--- src/rtl/pc_gen.sv ---
// pc_gen: fetch-address generator for the head of the fetch stage.
// It holds the current PC and picks the next one from four sources, in this
// priority order: trap, branch, return, then sequential.
// A branch or return target that is not instruction-aligned parks the
// generator in FAULT. Only a trap leaves FAULT.
// Optional feature: define CBL_RAS_EN to add a circular return-address stack.
// The stack predicts return targets.
module pc_gen #(
  parameter int                    PC_WIDTH     = 32,
  parameter logic [PC_WIDTH-1:0]   RESET_VECTOR = '0,
  parameter int                    INSTR_BYTES  = 4,
  parameter int                    RAS_DEPTH    = 4
) (
  input  logic                clk,
  input  logic                rst,
  input  logic                i_stall,
  input  logic                i_fetch_ready,
  input  logic                i_branch_taken,
  input  logic [PC_WIDTH-1:0] i_branch_target,
  input  logic                i_trap,
  input  logic [PC_WIDTH-1:0] i_trap_vector,
  input  logic                i_call,
  input  logic [PC_WIDTH-1:0] i_link_addr,
  input  logic                i_ret,
  input  logic [PC_WIDTH-1:0] i_ret_target,
  output logic [PC_WIDTH-1:0] o_pc,
  output logic [PC_WIDTH-1:0] o_pc_next,
  output logic                o_fetch_valid,
  output logic                o_misaligned,
  output logic                o_ras_empty
);

  // Low-bit mask of an instruction address. It is zero for INSTR_BYTES=1,
  // which disables the alignment check entirely.
  localparam logic [PC_WIDTH-1:0] ALIGN_MASK = PC_WIDTH'(INSTR_BYTES - 1);
  localparam logic [PC_WIDTH-1:0] PC_INC     = PC_WIDTH'(INSTR_BYTES);

  typedef enum logic [1:0] {S_BOOT, S_RUN, S_FAULT} state_t;

  state_t              state_q, state_d;
  logic [PC_WIDTH-1:0] pc_q, pc_d;
  logic                valid_q, mis_q;
  logic                push, pop;
  logic                ras_hit;
  logic [PC_WIDTH-1:0] ras_top;
  logic [PC_WIDTH-1:0] ret_tgt;

  function automatic logic is_misaligned(input logic [PC_WIDTH-1:0] a);
    return |(a & ALIGN_MASK);
  endfunction

  assign ret_tgt = ras_hit ? ras_top : i_ret_target;

  // Next-PC selection and state transition.
  // Redirects take effect regardless of stall and ready.
  always_comb begin
    pc_d    = pc_q;
    state_d = state_q;
    pop     = 1'b0;
    push    = 1'b0;
    case (state_q)
      S_BOOT: begin
        state_d = S_RUN;
      end
      S_RUN: begin
        push = i_call & ~i_trap;
        if (i_trap) begin
          pc_d = i_trap_vector & ~ALIGN_MASK;
        end else if (i_branch_taken) begin
          pc_d = i_branch_target;
          if (is_misaligned(i_branch_target)) state_d = S_FAULT;
        end else if (i_ret) begin
          pc_d = ret_tgt;
          if (is_misaligned(ret_tgt)) state_d = S_FAULT;
          else                        pop     = ras_hit;
        end else if (i_stall || !i_fetch_ready) begin
          pc_d = pc_q;
        end else begin
          pc_d = pc_q + PC_INC;
        end
      end
      S_FAULT: begin
        if (i_trap) begin
          pc_d    = i_trap_vector & ~ALIGN_MASK;
          state_d = S_RUN;
        end
      end
      default: begin
        state_d = S_BOOT;
      end
    endcase
  end

  // State, PC and registered status outputs.
  always_ff @(posedge clk or posedge rst) begin
    if (rst) begin
      state_q <= S_BOOT;
      pc_q    <= RESET_VECTOR;
      valid_q <= 1'b0;
      mis_q   <= 1'b0;
    end else begin
      state_q <= state_d;
      pc_q    <= pc_d;
      valid_q <= (state_d == S_RUN);
      mis_q   <= (state_d == S_FAULT);
    end
  end

  assign o_pc          = pc_q;
  assign o_pc_next     = pc_d;
  assign o_fetch_valid = valid_q;
  assign o_misaligned  = mis_q;

`ifdef CBL_RAS_EN
  localparam int PTR_W = $clog2(RAS_DEPTH);
  localparam logic [PTR_W:0] CNT_FULL = (PTR_W+1)'(RAS_DEPTH);

  // sp_q is the next write slot. The top of stack is at sp_q-1.
  // cnt_q saturates at RAS_DEPTH, so a push on a full stack overwrites the oldest entry.
  logic [PC_WIDTH-1:0] ras_mem [RAS_DEPTH];
  logic [PTR_W-1:0]    sp_q, sp_d, wr_idx;
  logic [PTR_W:0]      cnt_q, cnt_d;
  logic                wr_en;

  assign ras_hit     = (cnt_q != '0);
  assign ras_top     = ras_mem[sp_q - PTR_W'(1)];
  assign o_ras_empty = (cnt_q == '0);

  // Stack pointer update. A pop and a push in the same cycle replace the
  // top entry in place.
  always_comb begin
    sp_d   = sp_q;
    cnt_d  = cnt_q;
    wr_idx = sp_q;
    wr_en  = 1'b0;
    if (pop && push) begin
      wr_idx = sp_q - PTR_W'(1);
      wr_en  = 1'b1;
    end else if (pop) begin
      sp_d  = sp_q - PTR_W'(1);
      cnt_d = cnt_q - (PTR_W+1)'(1);
    end else if (push) begin
      wr_en = 1'b1;
      sp_d  = sp_q + PTR_W'(1);
      if (cnt_q != CNT_FULL) cnt_d = cnt_q + (PTR_W+1)'(1);
    end
  end

  // Stack pointers clear on reset. A trap leaves them untouched.
  always_ff @(posedge clk or posedge rst) begin
    if (rst) begin
      sp_q  <= '0;
      cnt_q <= '0;
    end else begin
      sp_q  <= sp_d;
      cnt_q <= cnt_d;
    end
  end

  // Stack storage. Unused entries are never read, so the storage needs no reset.
  always_ff @(posedge clk) begin
    if (wr_en) ras_mem[wr_idx] <= i_link_addr;
  end
`else
  logic unused_ras;

  assign ras_hit     = 1'b0;
  assign ras_top     = '0;
  assign o_ras_empty = 1'b1;
  assign unused_ras  = ^{i_call, i_link_addr, push, pop};
`endif

endmodule

--- config.mk ---
export PLATFORM = sky130hd
export DESIGN_NAME = pc_gen
export DESIGN_NICKNAME = d
export VERILOG_FILES = /design/src/rtl/pc_gen.sv
export SDC_FILE = /design/constraint.sdc
export NUM_CORES = 1
export LEC_CHECK = 0
export CORE_MARGIN = 2
export CORE_UTILIZATION = 40
export CTS_BUF_LIST = sky130_fd_sc_hd__clkbuf_2
export DETAILED_ROUTE_END_ITERATION = 8
export PLACE_DENSITY_LB_ADDON = 0.3
export SLEW_MARGIN = 10
export SYNTH_ARGS = -nofsm -noshare
export SYNTH_HDL_FRONTEND = slang
export SYNTH_SLANG_ARGS = --single-unit
--- constraint.sdc ---
create_clock -name clk -period 7.58 [get_ports clk]
set_input_delay 1.516 -clock clk [delete_from_list [all_inputs] [get_ports clk]]
set_output_delay 1.516 -clock clk [all_outputs]
set_load 0.02 [all_outputs]
==> summary.txt, run 1 <==
hold_buf cts: 0
Area contributors post-synth: dfrtp_1 30%, a222oi_1 4.3%, nand2_1 4.2%, o21ai_1 4.2%, xor2_1 4.1%
Filler cells: 623
FFs w/ async S/R, synth: 1.00
VDD IR-drop max: 0.240 mV
Routed WL: 11800 um
dominant cell type by area after synthesis: dfrtp_1
Clock Latency Late Sink: 0.37 ns
Site Rows: 31
Final GP Congestion: 0.847
register bit count reported by yosys: 36
routed len/inst: 19.0 um
postcts setup bufs: 0
final hold viol count: 0
Post-CTS Resized: 0
Die Y: 90.7 um
Syn Inst Count: 368
maxcap violations: 0
vias per std cell: 5.93
Pleak: 0.00181 uW
commonest non-fill, non-tap cell in the layout: clkdlybuf4s50_1
Setup WS post-layout: 1.48 ns
fraction of layout cells with a size suffix above 1: 0.0496
RSZ-0062 raised after global routing: no
top-area cell type share of the netlist area: 0.299
Final HPWL DP: 8820 um
Hold Path Cell Cnt: 2
initial antenna violation count: 0
Slew HR: 0.256
DIE AREA: 8230 um^2
Crit Path Category: input port to output port
largest net degree at the start of global routing: 37
commonest non-fill, non-tap cells in the layout: 166 x clkdlybuf4s50_1, 36 x dfrtp_1, 34 x nand2_1, 24 x o21ai_1, 17 x nor2_1
worst hold endpoint: o_pc[1]$_DFF_PP0_
Final Critical Period: 6.10 ns
maximum level of the CTS H-tree: 2
antenna cells: 0
Post-synth EDFFs: 0
clk_skew: 0.0169 ns
NumNets Final: 664
syn nets: 509
Die X: 90.7 um
yosys warns: 0
ANT nets after route: 0
register area share after synthesis: 0.299
Longest Clk Path Bufs: 2
first-pass GRT wire length: 18800 um
Syn Area/Cell: 8.18 um^2
drt pass-1 iters: 5
WP data arrival: 4.58 ns
Place WS: 1.54 ns
CTS tree: done
setup TNS: 0 ns
post-synth cell types: 58
critical path endpoint category: output port
initial core utilization: 0.415
flop2flop setup slack: 4.74 ns
Max Fclk: 164 MHz
Reg-to-Reg Start: state_q[0]$_DFF_PP0_
Num Clock Sinks: 36
gr ovfl total: 0
hold_sp: o_pc[1]$_DFF_PP0_
outcome: finished clean
Final Cycle Share: 0.805
Hold Path Class: flop to flop
Slew @ Worst Pin: 1.12 ns
Pwr Density: 309 nW/um^2
Core Area: 7250 um^2
Layout area overhead: 59.4%
critical path required time: 6.06 ns
routed vias: 3693
drt drc: 0
Main synth FF type: dfrtp_1
CTS Buf Count: 5
GRT Util Overall: 0.281
Startpoint Class: input port
Clock transition at path regs: 0.19 ns
worst reg2reg path depth: 7
I/O pins: 203
Port Buffers: 166
vias in the first global route: 3729
Post-Syn Area: 3010 um^2
final setup vio count: 0
root buffer cell: clkbuf_2
worst r2r dst: o_pc[15]$_DFF_PP0_
CP Max Fanout: 23
initial DRC count: 231
final max-slew violation count: 0
[per-layer routing]
metal	vias to the layer above	routed length (um)	track usage
met5	-	0	0
met4	0	263	0.0897
met3	18	1010	0.0676
met2	188	5700	0.477
met1	1751	4870	0.351
li1	1736	-	-
[state kept, by name, indices dropped and copies added (netlist names)]
| register | count |
|---|---|
| o_fetch_valid | 1 |
| o_misaligned | 1 |
| o_pc | 32 |
| state_q | 2 |
[kinds of logic (layout without fill, tap and decap cells)]
kind of cell	Yosys count	after routing	synth area share
compound gates	121	121	0.283
simple gates	137	137	0.255
other cells	1	1	0.00125
xor+xnor	20	20	0.0582
mux	10	10	0.0337
buf+inv	38	194	0.0491
flops	36	36	0.299
fa+ha+maj	5	5	0.0208
[metrics by stage]
step           instances  hold WS, ns  utilization  total power, uW  area, um^2
3_3_place_gp         615        0.591        0.656             1370        4760
6_report             623        0.625        0.661             1480        4800
4_1_cts              623        0.623        0.661             1480        4800
2_1_floorplan        368        0.581            -              898        3010
3_5_place_dp         615        0.594        0.656             1390        4760
5_1_grt              623        0.669        0.661             1570        4800
[where the power goes]
part,switching (uW),internal [uW]
Sequential,101,259
Clock,65.5,24.8
Combinational,566,467
Total,733,751
[synth_stat cells (6+ instances only)]
cell type and number:
nand4_1 12, clkbuf_1 23, a21oi_1 15, dfrtp_1 36
o21ai_1 25, xnor2_1 6, a22o_1 10, mux2i_1 9
nand3b_1 7, nand2_1 34, o21ai_0 11, nor2_1 18
xor2_1 14, nor3_1 6, a22oi_1 12, nand3_1 16
inv_1 8, nor2b_1 6, a222oi_1 13, nand2b_1 8
[critical path, cell delays in order]
cell and delay (ns):
clkdlybuf4s50_1 0.87, nor2_1 0.58, nand2_1 0.10, buf_4 0.23
or4_1 0.52, nand3_1 0.12, clkdlybuf4s50_1 0.64
[how the worst max path moves through the flow]
stage / from / end / slack (ns)
after global placement: i_branch_taken / o_pc_next[15] / 1.58
final: i_branch_taken / o_pc_next[15] / 1.48
after detailed placement: i_branch_taken / o_pc_next[15] / 1.54
after floorplan: i_branch_taken / o_pc_next[25] / 2.96
after global routing: i_branch_taken / o_pc_next[15] / 1.34
after CTS: i_branch_taken / o_pc_next[15] / 1.53
[final cells by class]
cell class | count | area, um^2 | share of cell area
Clock buffer | 7 | 35.0 | 0.00730
Clock inverter | 1 | 3.75 | 0.000782
Inverter | 12 | 45.0 | 0.00939
Multi-Input combinational cell | 294 | 1970 | 0.410
Sequential cell | 36 | 901 | 0.188
Tap cell | 99 | 124 | 0.0258
Timing Repair Buffer | 174 | 1720 | 0.359
(Power assumes the default switching activity.)
==> inputs of run 2 (changes only) <==
--- a/config.mk
+++ b/config.mk
@@ -6,7 +6,7 @@
 export NUM_CORES = 1
 export LEC_CHECK = 0
 export CORE_MARGIN = 2
-export CORE_UTILIZATION = 40
+export CORE_UTILIZATION = 37
 export CTS_BUF_LIST = sky130_fd_sc_hd__clkbuf_2
 export DETAILED_ROUTE_END_ITERATION = 8
 export PLACE_DENSITY_LB_ADDON = 0.3
==> constraint.sdc (replaced) <==
create_clock -name clk -period 5.66 [get_ports clk]
set_input_delay 1.132 -clock clk [delete_from_list [all_inputs] [get_ports clk]]
set_output_delay 1.132 -clock clk [all_outputs]
set_load 0.02 [all_outputs]
==> run 2 against run 1 <==
  * Clock power grew 36%
  * Highest routed layer unchanged
  * Worst setup slack lost 0.92 ns
  * Sequential power grew 34%
  * Critical path depth is the same
  * Core utilization shrank 4.3 points
  * Critical path type unchanged
  * Final area grew 0.57%
  * Critical endpoint is now o_pc_next[31]
  * Cell count grew 0.96%
  * Non-clock buffer count grew 4
  * Via count grew 1.8%
  * Total power grew 34%
==> summary.txt, run 2 (same netlist as run 1, synthesis figures left out) <==
most used cell, CP: clkdlybuf4s50_1 (unchanged)
maximum level of the CTS H-tree: 2 (unchanged)
drt pass-1 iters: 5 (unchanged)
RSZ-0062 raised after global routing: no (unchanged)
initial antenna violation count: 0 (unchanged)
Crit Path Category: input port to output port (unchanged)
CP cell instances: clkdlybuf4s50_1 -> nand3b_1 -> or4_1 -> nor4_2 -> xor2_1 -> o31a_1 -> clkdlybuf4s50_1 (was clkdlybuf4s50_1 -> nor2_1 -> nand2_1 -> buf_4 -> or4_1 -> nand3_1 -> clkdlybuf4s50_1)
commonest non-fill, non-tap cell in the layout: clkdlybuf4s50_1 (unchanged)
postcts setup bufs: 0 (unchanged)
clk_skew: 0.0114 ns (was 0.0169 ns)
drt drc: 0 (unchanged)
critical path endpoint category: output port (unchanged)
Site Rows: 32 (was 31)
vias per std cell: 5.97 (was 5.93)
VDD IR-drop max: 0.268 mV (was 0.240 mV)
Num Clock Sinks: 36 (unchanged)
max reg flops: 32 (unchanged)
routed vias: 3758 (was 3693)
critical path's slowest cell: or4_1 (was clkdlybuf4s50_1)
antenna cells: 0 (unchanged)
CTS tree: done (unchanged)
slowest stage delay, CP: 0.68 ns (was 0.87 ns)
Port Buffers: 166 (unchanged)
NumNets Final: 668 (was 664)
fraction of layout cells with a size suffix above 1: 0.0550 (was 0.0496)
initial DRC count: 285 (was 231)
largest net degree at the start of global routing: 37 (unchanged)
Pwr Density: 413 nW/um^2 (was 309 nW/um^2)
fin cells: 629 (was 623)
root buffer cell: clkbuf_2 (unchanged)
Final Cycle Share: 0.900
Die Y: 94.2 um (was 90.7 um)
Slew HR: 0.514 (was 0.256)
hold slack: 0.603 ns (was 0.625 ns)
final max-slew violation count: 0 (unchanged)
critical path required time: 4.53 ns (was 6.06 ns)
Die X: 94.2 um (was 90.7 um)
Core Area: 7810 um^2 (was 7250 um^2)
maxcap violations: 0 (unchanged)
gr ovfl total: 0 (unchanged)
Clock transition at path regs: 0.19 ns (about the same)
Routed WL: 12000 um (was 11800 um)
Final GP Congestion: 0.875 (was 0.847)
Final HPWL DP: 9230 um (was 8820 um)
Filler cells: 685 (was 623)
CP Max Fanout: 7 (was 23)
Hold Path Cell Cnt: 2 (unchanged)
Longest Clk Path Bufs: 2 (unchanged)
placed cells: 622 (was 615)
Hold Path Class: flop to flop (unchanged)
Post-CTS Resized: 0 (unchanged)
routed len/inst: 19.0 um (about the same)
Slew @ Worst Pin: 0.727 ns (was 1.12 ns)
worst reg2reg path depth: 7 (unchanged)
WP data arrival: 3.96 ns (was 4.58 ns)
Max Fclk: 196 MHz
Pleak: 0.00183 uW (was 0.00181 uW)
GRT Util Overall: 0.267 (was 0.281)
initial core utilization: 0.385 (was 0.415)
final setup vio count: 0 (unchanged)
first-pass GRT wire length: 18500 um (was 18800 um)
Layout area overhead: 60.3% (was 59.4%)
Startpoint Class: input port (unchanged)
outcome: finished clean (unchanged)
CTS Buf Count: 5 (unchanged)
I/O pins: 203 (unchanged)
Clock Latency Late Sink: 0.40 ns (was 0.37 ns)
ANT nets after route: 0 (unchanged)
vias in the first global route: 3648 (was 3729)
hold_buf cts: 0 (unchanged)
commonest non-fill, non-tap cells in the layout: 166 x clkdlybuf4s50_1, 36 x dfrtp_1, 34 x nand2_1, 24 x o21ai_1, 18 x nor2_1 (was 166 x clkdlybuf4s50_1, 36 x dfrtp_1, 34 x nand2_1, 24 x o21ai_1, 17 x nor2_1)
DIE AREA: 8870 um^2 (was 8230 um^2)
setup TNS: 0 ns (unchanged)
final hold viol count: 0 (unchanged)
Final Critical Period: 5.10 ns
run 2: cell types whose count changed in the layout (fill, tap and decap cells not counted), sizes merged:
cell | before | now
inv | 11 | 12
buf | 8 | 12
clkbuf | 7 | 6
clkinv | 2 | 1
run 2: where the power goes:
group	internal (uW)	total (uW)	switching, uW	leakage, uW
logic	632	1390	755	0.00133
clock network	29.5	123	93.1	0.0000288
registers	347	481	134	0.000474
total	1010	1990	982	0.00183
run 2: worst paths after layout:
path                                       from                      to  slack, ns
max                                     i_stall           o_pc_next[31]       0.56
min                           o_pc[1]$_DFF_PP0_       o_pc[1]$_DFF_PP0_       0.60
max reg2reg                state_q[1]$_DFF_PP0_      o_pc[15]$_DFF_PP0_       3.23
min reg2reg                   o_pc[1]$_DFF_PP0_       o_pc[1]$_DFF_PP0_       0.60
max in group asynchronous                   rst       o_pc[4]$_DFF_PP0_       4.21
min in group asynchronous                   rst  o_misaligned$_DFF_PP0_       1.10
run 2: worst max-delay path: cells and delay by family:
kind,cells,cell delay [ns]
and+or+nand+nor,3,1.40
buffers and inverters,2,1.08
xor gates and xnor gates,1,0.19
AOI/OAI and AO/OA,1,0.15
run 2: metrics by stage:
step,utilization,setup WS [ns],total power [uW],instance area [um^2]
global placement,0.613,0.593,1840,4790
finish,0.618,0.564,1990,4820
detailed placement,0.613,0.576,1870,4790
global route,0.618,0.448,2110,4820
CTS,0.618,0.563,1990,4820
floorplan,-,1.80,1200,3010
run 2: layout make-up:
cell class                      instances  area (um^2)  share of cell area
Clock buffer                            6         30.0             0.00622
Clock inverter                          1         5.00             0.00104
Inverter                               12         45.0             0.00934
Multi-Input combinational cell        294         1960               0.407
Sequential cell                        36          901               0.187
Tap cell                              102          128              0.0265
Timing Repair Buffer                  178         1750               0.363
run 2: per-layer routing:
metal,up-vias,GRT usage,part of all wire
li1,1733,-,-
met1,1795,0.321,0.39
met2,203,0.458,0.50
met3,27,0.0730,0.085
met4,0,0.0882,0.025
met5,-,0,0
